==> config.mk <==
export PLATFORM = sky130hd
export DESIGN_NAME = matrix_calc_engine
export DESIGN_NICKNAME = d
export VERILOG_FILES = /design/src/rtl/matrix_calc_engine.sv
export SDC_FILE = /design/constraint.sdc
export NUM_CORES = 2
export LEC_CHECK = 0
export BUFFER_PORTS_ARGS = -buffer_cell sky130_fd_sc_hd__buf_2
export CAP_MARGIN = 25
export CORE_MARGIN = 1.5
export CORE_UTILIZATION = 55
export CTS_BUF_LIST = sky130_fd_sc_hd__clkbuf_4 sky130_fd_sc_hd__clkbuf_8
export CTS_CLUSTER_DIAMETER = 200
export DETAILED_ROUTE_END_ITERATION = 6
export GPL_TIMING_DRIVEN = 0
export PLACE_DENSITY = 0.77
export SLEW_MARGIN = 10
export SYNTH_ARGS = -nofsm -noshare
export SYNTH_HDL_FRONTEND = slang
export SYNTH_SLANG_ARGS = --single-unit
==> constraint.sdc <==
create_clock -name clk -period 10.63 [get_ports clk]
set_input_delay 1.063 -clock clk [delete_from_list [all_inputs] [get_ports clk]]
set_output_delay 1.063 -clock clk [all_outputs]
set_load 0.01 [all_outputs]
==> src/rtl/matrix_calc_engine.sv <==
// matrix_calc_engine
//   Compute responder for the top-level controller. A rising edge on start_calc
//   (sampled in IDLE) latches the operands, the dimensions and op_type, checks
//   the request, and then either pulses error_out or streams the result matrix
//   in row-major order and pulses calc_done.
//
//   Optional build macro: MATCALC_SAT_EN clamps every res_data value to the
//   signed ELEM_W range (sign-extended to ACC_W). The accumulator stays full width.
//
// Ports
//   clk, rst_n              clock, asynchronous active-low reset
//   start_calc              level from controller, rising edge starts an operation
//   op_type                 0001 transpose, 0010 add, 0100 scalar mul, 1000 matmul
//   a_flat, b_flat          operand matrices, element (r,c) at (r*MAX_DIM+c)*ELEM_W
//   a_rows..b_cols          operand dimensions
//   scalar                  signed scalar for scalar multiply
//   busy                    high from CHECK through DONE
//   res_valid/data/row/col  one strobe per result element
//   res_rows, res_cols      result dimensions, valid from RUN until the next start
//   calc_done, error_out    one-cycle completion / illegal-request pulses
//
// State table
//   IDLE  | waiting for a start edge
//   CHECK | validating op_type and dimensions
//   RUN   | computing one element (or one MAC) per cycle
//   DONE  | last element issued, calc_done follows
//   ERR   | error_out is high for this cycle
module matrix_calc_engine #(
  parameter int MAX_DIM = 5,
  parameter int DIM_W   = 3,
  parameter int ELEM_W  = 8,
  parameter int ACC_W   = 20
) (
  input  logic                              clk,
  input  logic                              rst_n,
  input  logic                              start_calc,
  input  logic [3:0]                        op_type,
  input  logic [MAX_DIM*MAX_DIM*ELEM_W-1:0] a_flat,
  input  logic [MAX_DIM*MAX_DIM*ELEM_W-1:0] b_flat,
  input  logic [DIM_W-1:0]                  a_rows,
  input  logic [DIM_W-1:0]                  a_cols,
  input  logic [DIM_W-1:0]                  b_rows,
  input  logic [DIM_W-1:0]                  b_cols,
  input  logic [ELEM_W-1:0]                 scalar,
  output logic                              busy,
  output logic                              res_valid,
  output logic [ACC_W-1:0]                  res_data,
  output logic [DIM_W-1:0]                  res_row,
  output logic [DIM_W-1:0]                  res_col,
  output logic [DIM_W-1:0]                  res_rows,
  output logic [DIM_W-1:0]                  res_cols,
  output logic                              calc_done,
  output logic                              error_out
);

  localparam logic [3:0] OP_TRANS = 4'b0001;
  localparam logic [3:0] OP_ADD   = 4'b0010;
  localparam logic [3:0] OP_SCAL  = 4'b0100;
  localparam logic [3:0] OP_MUL   = 4'b1000;
  localparam logic [DIM_W-1:0] DIM_MAX = DIM_W'(MAX_DIM);

  typedef enum logic [2:0] {S_IDLE, S_CHECK, S_RUN, S_DONE, S_ERR} state_t;

  state_t                     state;
  logic                       start_q;
  logic [3:0]                 op_q;
  logic signed [ELEM_W-1:0]   a_mem [MAX_DIM][MAX_DIM];
  logic signed [ELEM_W-1:0]   b_mem [MAX_DIM][MAX_DIM];
  logic [DIM_W-1:0]           a_rows_q, a_cols_q, b_rows_q, b_cols_q;
  logic signed [ELEM_W-1:0]   scalar_q;
  logic [DIM_W-1:0]           r_cnt, c_cnt, k_cnt;
  logic signed [ACC_W-1:0]    acc;

  logic                       chk_err;
  logic                       a_bad, b_bad;
  logic [DIM_W-1:0]           rows_n, cols_n;
  logic signed [ACC_W-1:0]    ew_val, mac_prod, mac_sum;
  logic                       last_col, last_row, last_k;

  function automatic logic dim_bad(input logic [DIM_W-1:0] d);
    return (d == '0) || (d > DIM_MAX);
  endfunction

  function automatic logic signed [ACC_W-1:0] out_fmt(input logic signed [ACC_W-1:0] v);
`ifdef MATCALC_SAT_EN
    logic signed [ACC_W-1:0] sat_hi;
    logic signed [ACC_W-1:0] sat_lo;
    sat_hi = ACC_W'((2 ** (ELEM_W - 1)) - 1);
    sat_lo = ACC_W'(-(2 ** (ELEM_W - 1)));
    if (v > sat_hi) return sat_hi;
    else if (v < sat_lo) return sat_lo;
    else return v;
`else
    return v;
`endif
  endfunction

  // Request validation and result shape, evaluated on the latched request.
  always_comb begin
    a_bad   = dim_bad(a_rows_q) || dim_bad(a_cols_q);
    b_bad   = dim_bad(b_rows_q) || dim_bad(b_cols_q);
    chk_err = 1'b1;
    rows_n  = a_rows_q;
    cols_n  = a_cols_q;
    case (op_q)
      OP_TRANS: begin
        chk_err = a_bad;
        rows_n  = a_cols_q;
        cols_n  = a_rows_q;
      end
      OP_SCAL:  chk_err = a_bad;
      OP_ADD:   chk_err = a_bad || b_bad || (a_rows_q != b_rows_q) || (a_cols_q != b_cols_q);
      OP_MUL: begin
        chk_err = a_bad || b_bad || (a_cols_q != b_rows_q);
        cols_n  = b_cols_q;
      end
      default:  chk_err = 1'b1;
    endcase
  end

  // Per-cycle arithmetic for the current (r,c[,k]) position.
  always_comb begin
    ew_val = '0;
    case (op_q)
      OP_TRANS: ew_val = ACC_W'(a_mem[c_cnt][r_cnt]);
      OP_ADD:   ew_val = ACC_W'(a_mem[r_cnt][c_cnt]) + ACC_W'(b_mem[r_cnt][c_cnt]);
      OP_SCAL:  ew_val = ACC_W'(scalar_q) * ACC_W'(a_mem[r_cnt][c_cnt]);
      default:  ew_val = '0;
    endcase
    mac_prod = ACC_W'(a_mem[r_cnt][k_cnt]) * ACC_W'(b_mem[k_cnt][c_cnt]);
    // First k of each element restarts the sum instead of adding to the old one.
    mac_sum  = ((k_cnt == '0) ? '0 : acc) + mac_prod;
    last_col = (c_cnt == res_cols - 1'b1);
    last_row = (r_cnt == res_rows - 1'b1);
    last_k   = (k_cnt == a_cols_q - 1'b1);
  end

  always_ff @(posedge clk or negedge rst_n) begin
    if (!rst_n) begin
      state     <= S_IDLE;
      start_q   <= 1'b0;
      op_q      <= '0;
      a_rows_q  <= '0;
      a_cols_q  <= '0;
      b_rows_q  <= '0;
      b_cols_q  <= '0;
      scalar_q  <= '0;
      r_cnt     <= '0;
      c_cnt     <= '0;
      k_cnt     <= '0;
      acc       <= '0;
      busy      <= 1'b0;
      res_valid <= 1'b0;
      res_data  <= '0;
      res_row   <= '0;
      res_col   <= '0;
      res_rows  <= '0;
      res_cols  <= '0;
      calc_done <= 1'b0;
      error_out <= 1'b0;
      for (int i = 0; i < MAX_DIM; i++) begin
        for (int j = 0; j < MAX_DIM; j++) begin
          a_mem[i][j] <= '0;
          b_mem[i][j] <= '0;
        end
      end
    end else begin
      start_q <= start_calc;
      case (state)
        S_IDLE: begin
          res_valid <= 1'b0;
          calc_done <= 1'b0;
          error_out <= 1'b0;
          if (start_calc && !start_q) begin
            state    <= S_CHECK;
            busy     <= 1'b1;
            op_q     <= op_type;
            a_rows_q <= a_rows;
            a_cols_q <= a_cols;
            b_rows_q <= b_rows;
            b_cols_q <= b_cols;
            scalar_q <= scalar;
            r_cnt    <= '0;
            c_cnt    <= '0;
            k_cnt    <= '0;
            res_rows <= '0;
            res_cols <= '0;
            for (int i = 0; i < MAX_DIM; i++) begin
              for (int j = 0; j < MAX_DIM; j++) begin
                a_mem[i][j] <= a_flat[(i*MAX_DIM+j)*ELEM_W +: ELEM_W];
                b_mem[i][j] <= b_flat[(i*MAX_DIM+j)*ELEM_W +: ELEM_W];
              end
            end
          end
        end
        S_CHECK: begin
          if (!start_calc) begin
            state <= S_IDLE;
            busy  <= 1'b0;
          end else if (chk_err) begin
            state     <= S_ERR;
            error_out <= 1'b1;
          end else begin
            state    <= S_RUN;
            res_rows <= rows_n;
            res_cols <= cols_n;
          end
        end
        S_RUN: begin
          if (!start_calc) begin
            state     <= S_IDLE;
            busy      <= 1'b0;
            res_valid <= 1'b0;
          end else begin
            res_valid <= 1'b0;
            if (op_q == OP_MUL) begin
              acc <= mac_sum;
              if (last_k) begin
                k_cnt     <= '0;
                res_valid <= 1'b1;
                res_data  <= out_fmt(mac_sum);
              end else begin
                k_cnt <= k_cnt + 1'b1;
              end
            end else begin
              res_valid <= 1'b1;
              res_data  <= out_fmt(ew_val);
            end
            if ((op_q != OP_MUL) || last_k) begin
              res_row <= r_cnt;
              res_col <= c_cnt;
              if (last_col) begin
                c_cnt <= '0;
                if (last_row) state <= S_DONE;
                else          r_cnt <= r_cnt + 1'b1;
              end else begin
                c_cnt <= c_cnt + 1'b1;
              end
            end
          end
        end
        S_DONE: begin
          res_valid <= 1'b0;
          calc_done <= 1'b1;
          busy      <= 1'b0;
          state     <= S_IDLE;
        end
        S_ERR: begin
          error_out <= 1'b0;
          busy      <= 1'b0;
          state     <= S_IDLE;
        end
        default: begin
          state <= S_IDLE;
          busy  <= 1'b0;
        end
      endcase
    end
  end

endmodule
==> flow_metrics.py <==
metrics = {
    "outcome": {
        "status": "completed",
    },
    "place": {
        "dp.cells": 4809,
        "dp_slack_ns": 1.72,
        "dp_hpwl_um": 94000,
        "port_buffers": 462,
        "gp_routability_congestion": 1.04,
    },
    "yosys": {
        "synth_warnings": 0,
        "yosysTopAreaCell": "dfrtp_1",
        "ys_async_sr_fraction_pct": 100,
        "synth_seq_area_share_pct": 38.0,
        "yosys.area.top_type_share_pct": 38.0,
        "syn_area_per_cell_um2": 9.08,
        "synth_fp_nets": 4209,
        "ys_ff_latch": 493,
        "ys_top_cells_by_area": "dfrtp_1 (38%), nand2_1 (16%), mux4_2 (10%)",
        "synth_commonest_cells": "nand2_1 (1,405), dfrtp_1 (493), inv_1 (178), mux4_2 (151), nor2_1 (146)",
        "synth_edf_count": 0,
        "yosys.cell_count.top_type": "nand2_1",
        "syn_inst": 3576,
        "syn-cell-area_um2": 32500,
        "synth_cell_types": 71,
        "synthFlopType": "dfrtp_1",
    },
    "timing": {
        "hold_viol": 0,
        "setup-violations-final": 0,
        "fin_worst_skew_ns": 0.0483,
        "relSlewSlack_pct": 21.5,
        "rsz0062_at_grt": "false",
        "setup_ws_ns": 1.55,
        "max_freq_mhz": 110,
        "timing.hold.ws_ns": 0.251,
        "fin_crit_ns": 9.08,
        "finalMaxSlewViolations": 0,
        "worst_pin_slew_ns": 1.18,
        "fin_crit_sh_pct": 85.4,
    },
    "detailed_routing": {
        "drt-pass1-iter-count": 6,
        "drc_errors": 0,
        "drt_iter0_drc": 4027,
        "totalWireLength_um": 119000,
        "vias": 30000,
        "ant_nets": 0,
        "wl_per_cell_um": 24.0,
        "avgViaCountPerCell": 6.05,
    },
    "clock_network": {
        "insertion_delay_ns": 0.75,
        "htree_levels": 3,
        "cts_tree": "built",
        "postCtsHoldBufs": 0,
        "cts_buffers": 86,
        "clockRootBuffer": "clkbuf_8",
        "clkTransAtPathRegs_ns": 0.07,
        "cts.sinks": 493,
        "cts.path.max_buffers": 3,
        "cts_resized": 0,
        "postCtsSetupBuffers": 0,
    },
    "cells_and_area": {
        "drive_gt1_share_pct": 20.5,
        "final_nets": 4767,
        "fin_cells": 4966,
        "syn2layout_area_growth_pct": 16.5,
    },
    "grt": {
        "first_global_vias": 29100,
        "antenna_found_initial": 6,
        "gr-total-overflow": 0,
        "grt_use_total_pct": 39.8,
        "grt_pass1_wl_um": 177000,
        "grt_start_max_net_pins": 107,
    },
    "die": {
        "dieArea_um2": 60500,
        "die_w_um": 246,
        "rows": 88,
        "initial_utilization_pct": 56.0,
        "ios": 463,
        "dieHeight_um": 246,
        "core-area_um2": 58000,
    },
    "setup_path": {
        "cp-start-kind": "flop",
        "crit_top_cell": "a21oi_1",
        "max_stage_delay_ns": 0.72,
        "path_buf_inv": 8,
        "critPathMaxFanout": 10,
        "worstSetupPathType": "flop to flop",
        "critPathTopFamily": "adder cells",
        "cp-end-kind": "flop",
        "crit_slowest_cell": "a21oi_1",
        "cp.arrival_ns": 9.70,
        "critPathRequiredTime_ns": 11.25,
    },
    "job": {
        "drv_cap": 0,
    },
    "worst_hold_path": {
        "hp-class": "primary input to asynchronous set/reset pin",
    },
    "power_and_ir_drop": {
        "peakVddDrop_mv": 0.458,
        "power.density_nw_per_um2": 259,
        "p_leak_nw": 18.9,
    },
}
==> power by group <==
| group | internal (W) | total, W | switching (W) |
|---|---|---|---|
| Combinational | 0.00218 | 0.00519 | 0.00301 |
| Sequential | 0.00225 | 0.00264 | 0.000387 |
| Clock | 0.00110 | 0.00198 | 0.000878 |
| Total | 0.00553 | 0.00981 | 0.00427 |
==> state kept, by name, indices dropped and copies added (netlist names), 4 cells and up <==
register and flops:
acc 20, op_q 4, scalar_q 8, a_mem 200, b_mem 200, res_data 20
==> worst register-to-register path: cells and delay by family (launching register included) <==
family,cells,cell delay [ns]
adders and majority gates,6,2.50
buffers and inverters,8,2.04
DFF,1,0.35
and+or+nand+nor,6,1.23
AOI/OAI and AO/OA,10,2.24
xor gates and xnor gates,3,0.59
==> cell families (layout without fill, tap and decap cells) <==
kind of cell / Yosys count / in the layout / synth area share [%]
other: 0 / 5 / 0
AND/OR/NAND/NOR: 1696 / 1696 / 20.8
multiplexers: 295 / 295 / 15.0
AO/OA/AOI/OAI: 404 / 404 / 8.32
adder cells (fa/ha/maj): 206 / 206 / 10.5
flip-flops: 493 / 493 / 38.0
buffers and inverters: 397 / 1017 / 4.98
XOR/XNOR: 85 / 85 / 2.42
==> metal layers <==
layer | GRT usage, % | routed length, um | vias to the layer above
li1 | - | - | 13000
met1 | 53.9 | 44900 | 14600
met2 | 58.4 | 51900 | 2040
met3 | 10.7 | 15400 | 402
met4 | 21.2 | 7090 | 0
met5 | 0 | 0 | -
==> through the flow <==
| step | power (W) | cell area, um^2 | util [%] | TNS [ns] |
|---|---|---|---|---|
| floorplan | 0.00621 | 32500 | - | 0 |
| global placement | 0.00762 | 35700 | 61.6 | -791.30 |
| detailed placement | 0.00775 | 35900 | 61.9 | 0 |
| CTS | 0.00973 | 37800 | 65.2 | 0 |
| global route | 0.0104 | 37800 | 65.2 | 0 |
| finish | 0.00981 | 37800 | 65.2 | 0 |
==> layout by cell type, fill, tap and decap left out, drive strengths merged, types with 20 or more instances in the layout <==
cell type	instances
dfrtp	493
and2	49
o22ai	37
o22a	61
nor2b	26
inv	186
mux2i	133
buf	541
nor2	146
nand2	1405
xnor2	55
o21ai	57
mux4	151
a31oi	20
a21oi	114
clkbuf	269
ha	94
a22oi	25
fa	112
xor2	27
==> final timing paths <==
check / start / to / slack (ns) / depth (start not counted)
min in group clk: acc[6]$_DFFE_PN0P_ / acc[6]$_DFFE_PN0P_ / 0.47 / 2
hold / removal: rst_n / a_mem[34]$_DFFE_PN0P_ / 0.25 / 1
setup reg to reg: c_cnt[0]$_DFFE_PN0P_ / res_data[15]$_DFFE_PN0P_ / 1.55 / 33
hold reg to reg: acc[6]$_DFFE_PN0P_ / acc[6]$_DFFE_PN0P_ / 0.47 / 2
max in group asynchronous: rst_n / b_mem[59]$_DFFE_PN0P_ / 8.33 / 5
setup / recovery: c_cnt[0]$_DFFE_PN0P_ / res_data[15]$_DFFE_PN0P_ / 1.55 / 33
==> final cells by class <==
class | instances | area [um^2]
well taps | 765 | 957
diodes | 5 | 12.5
fillers | 4848 | 20200
plain buffers | 215 | 933
clock inverters | 25 | 318
inverters | 182 | 683
multi-input cells | 2686 | 18500
repair buffers | 470 | 2490
clock buffers | 125 | 1600
flip-flops and latches | 493 | 12300
Power figures use the tool's default switching activity.
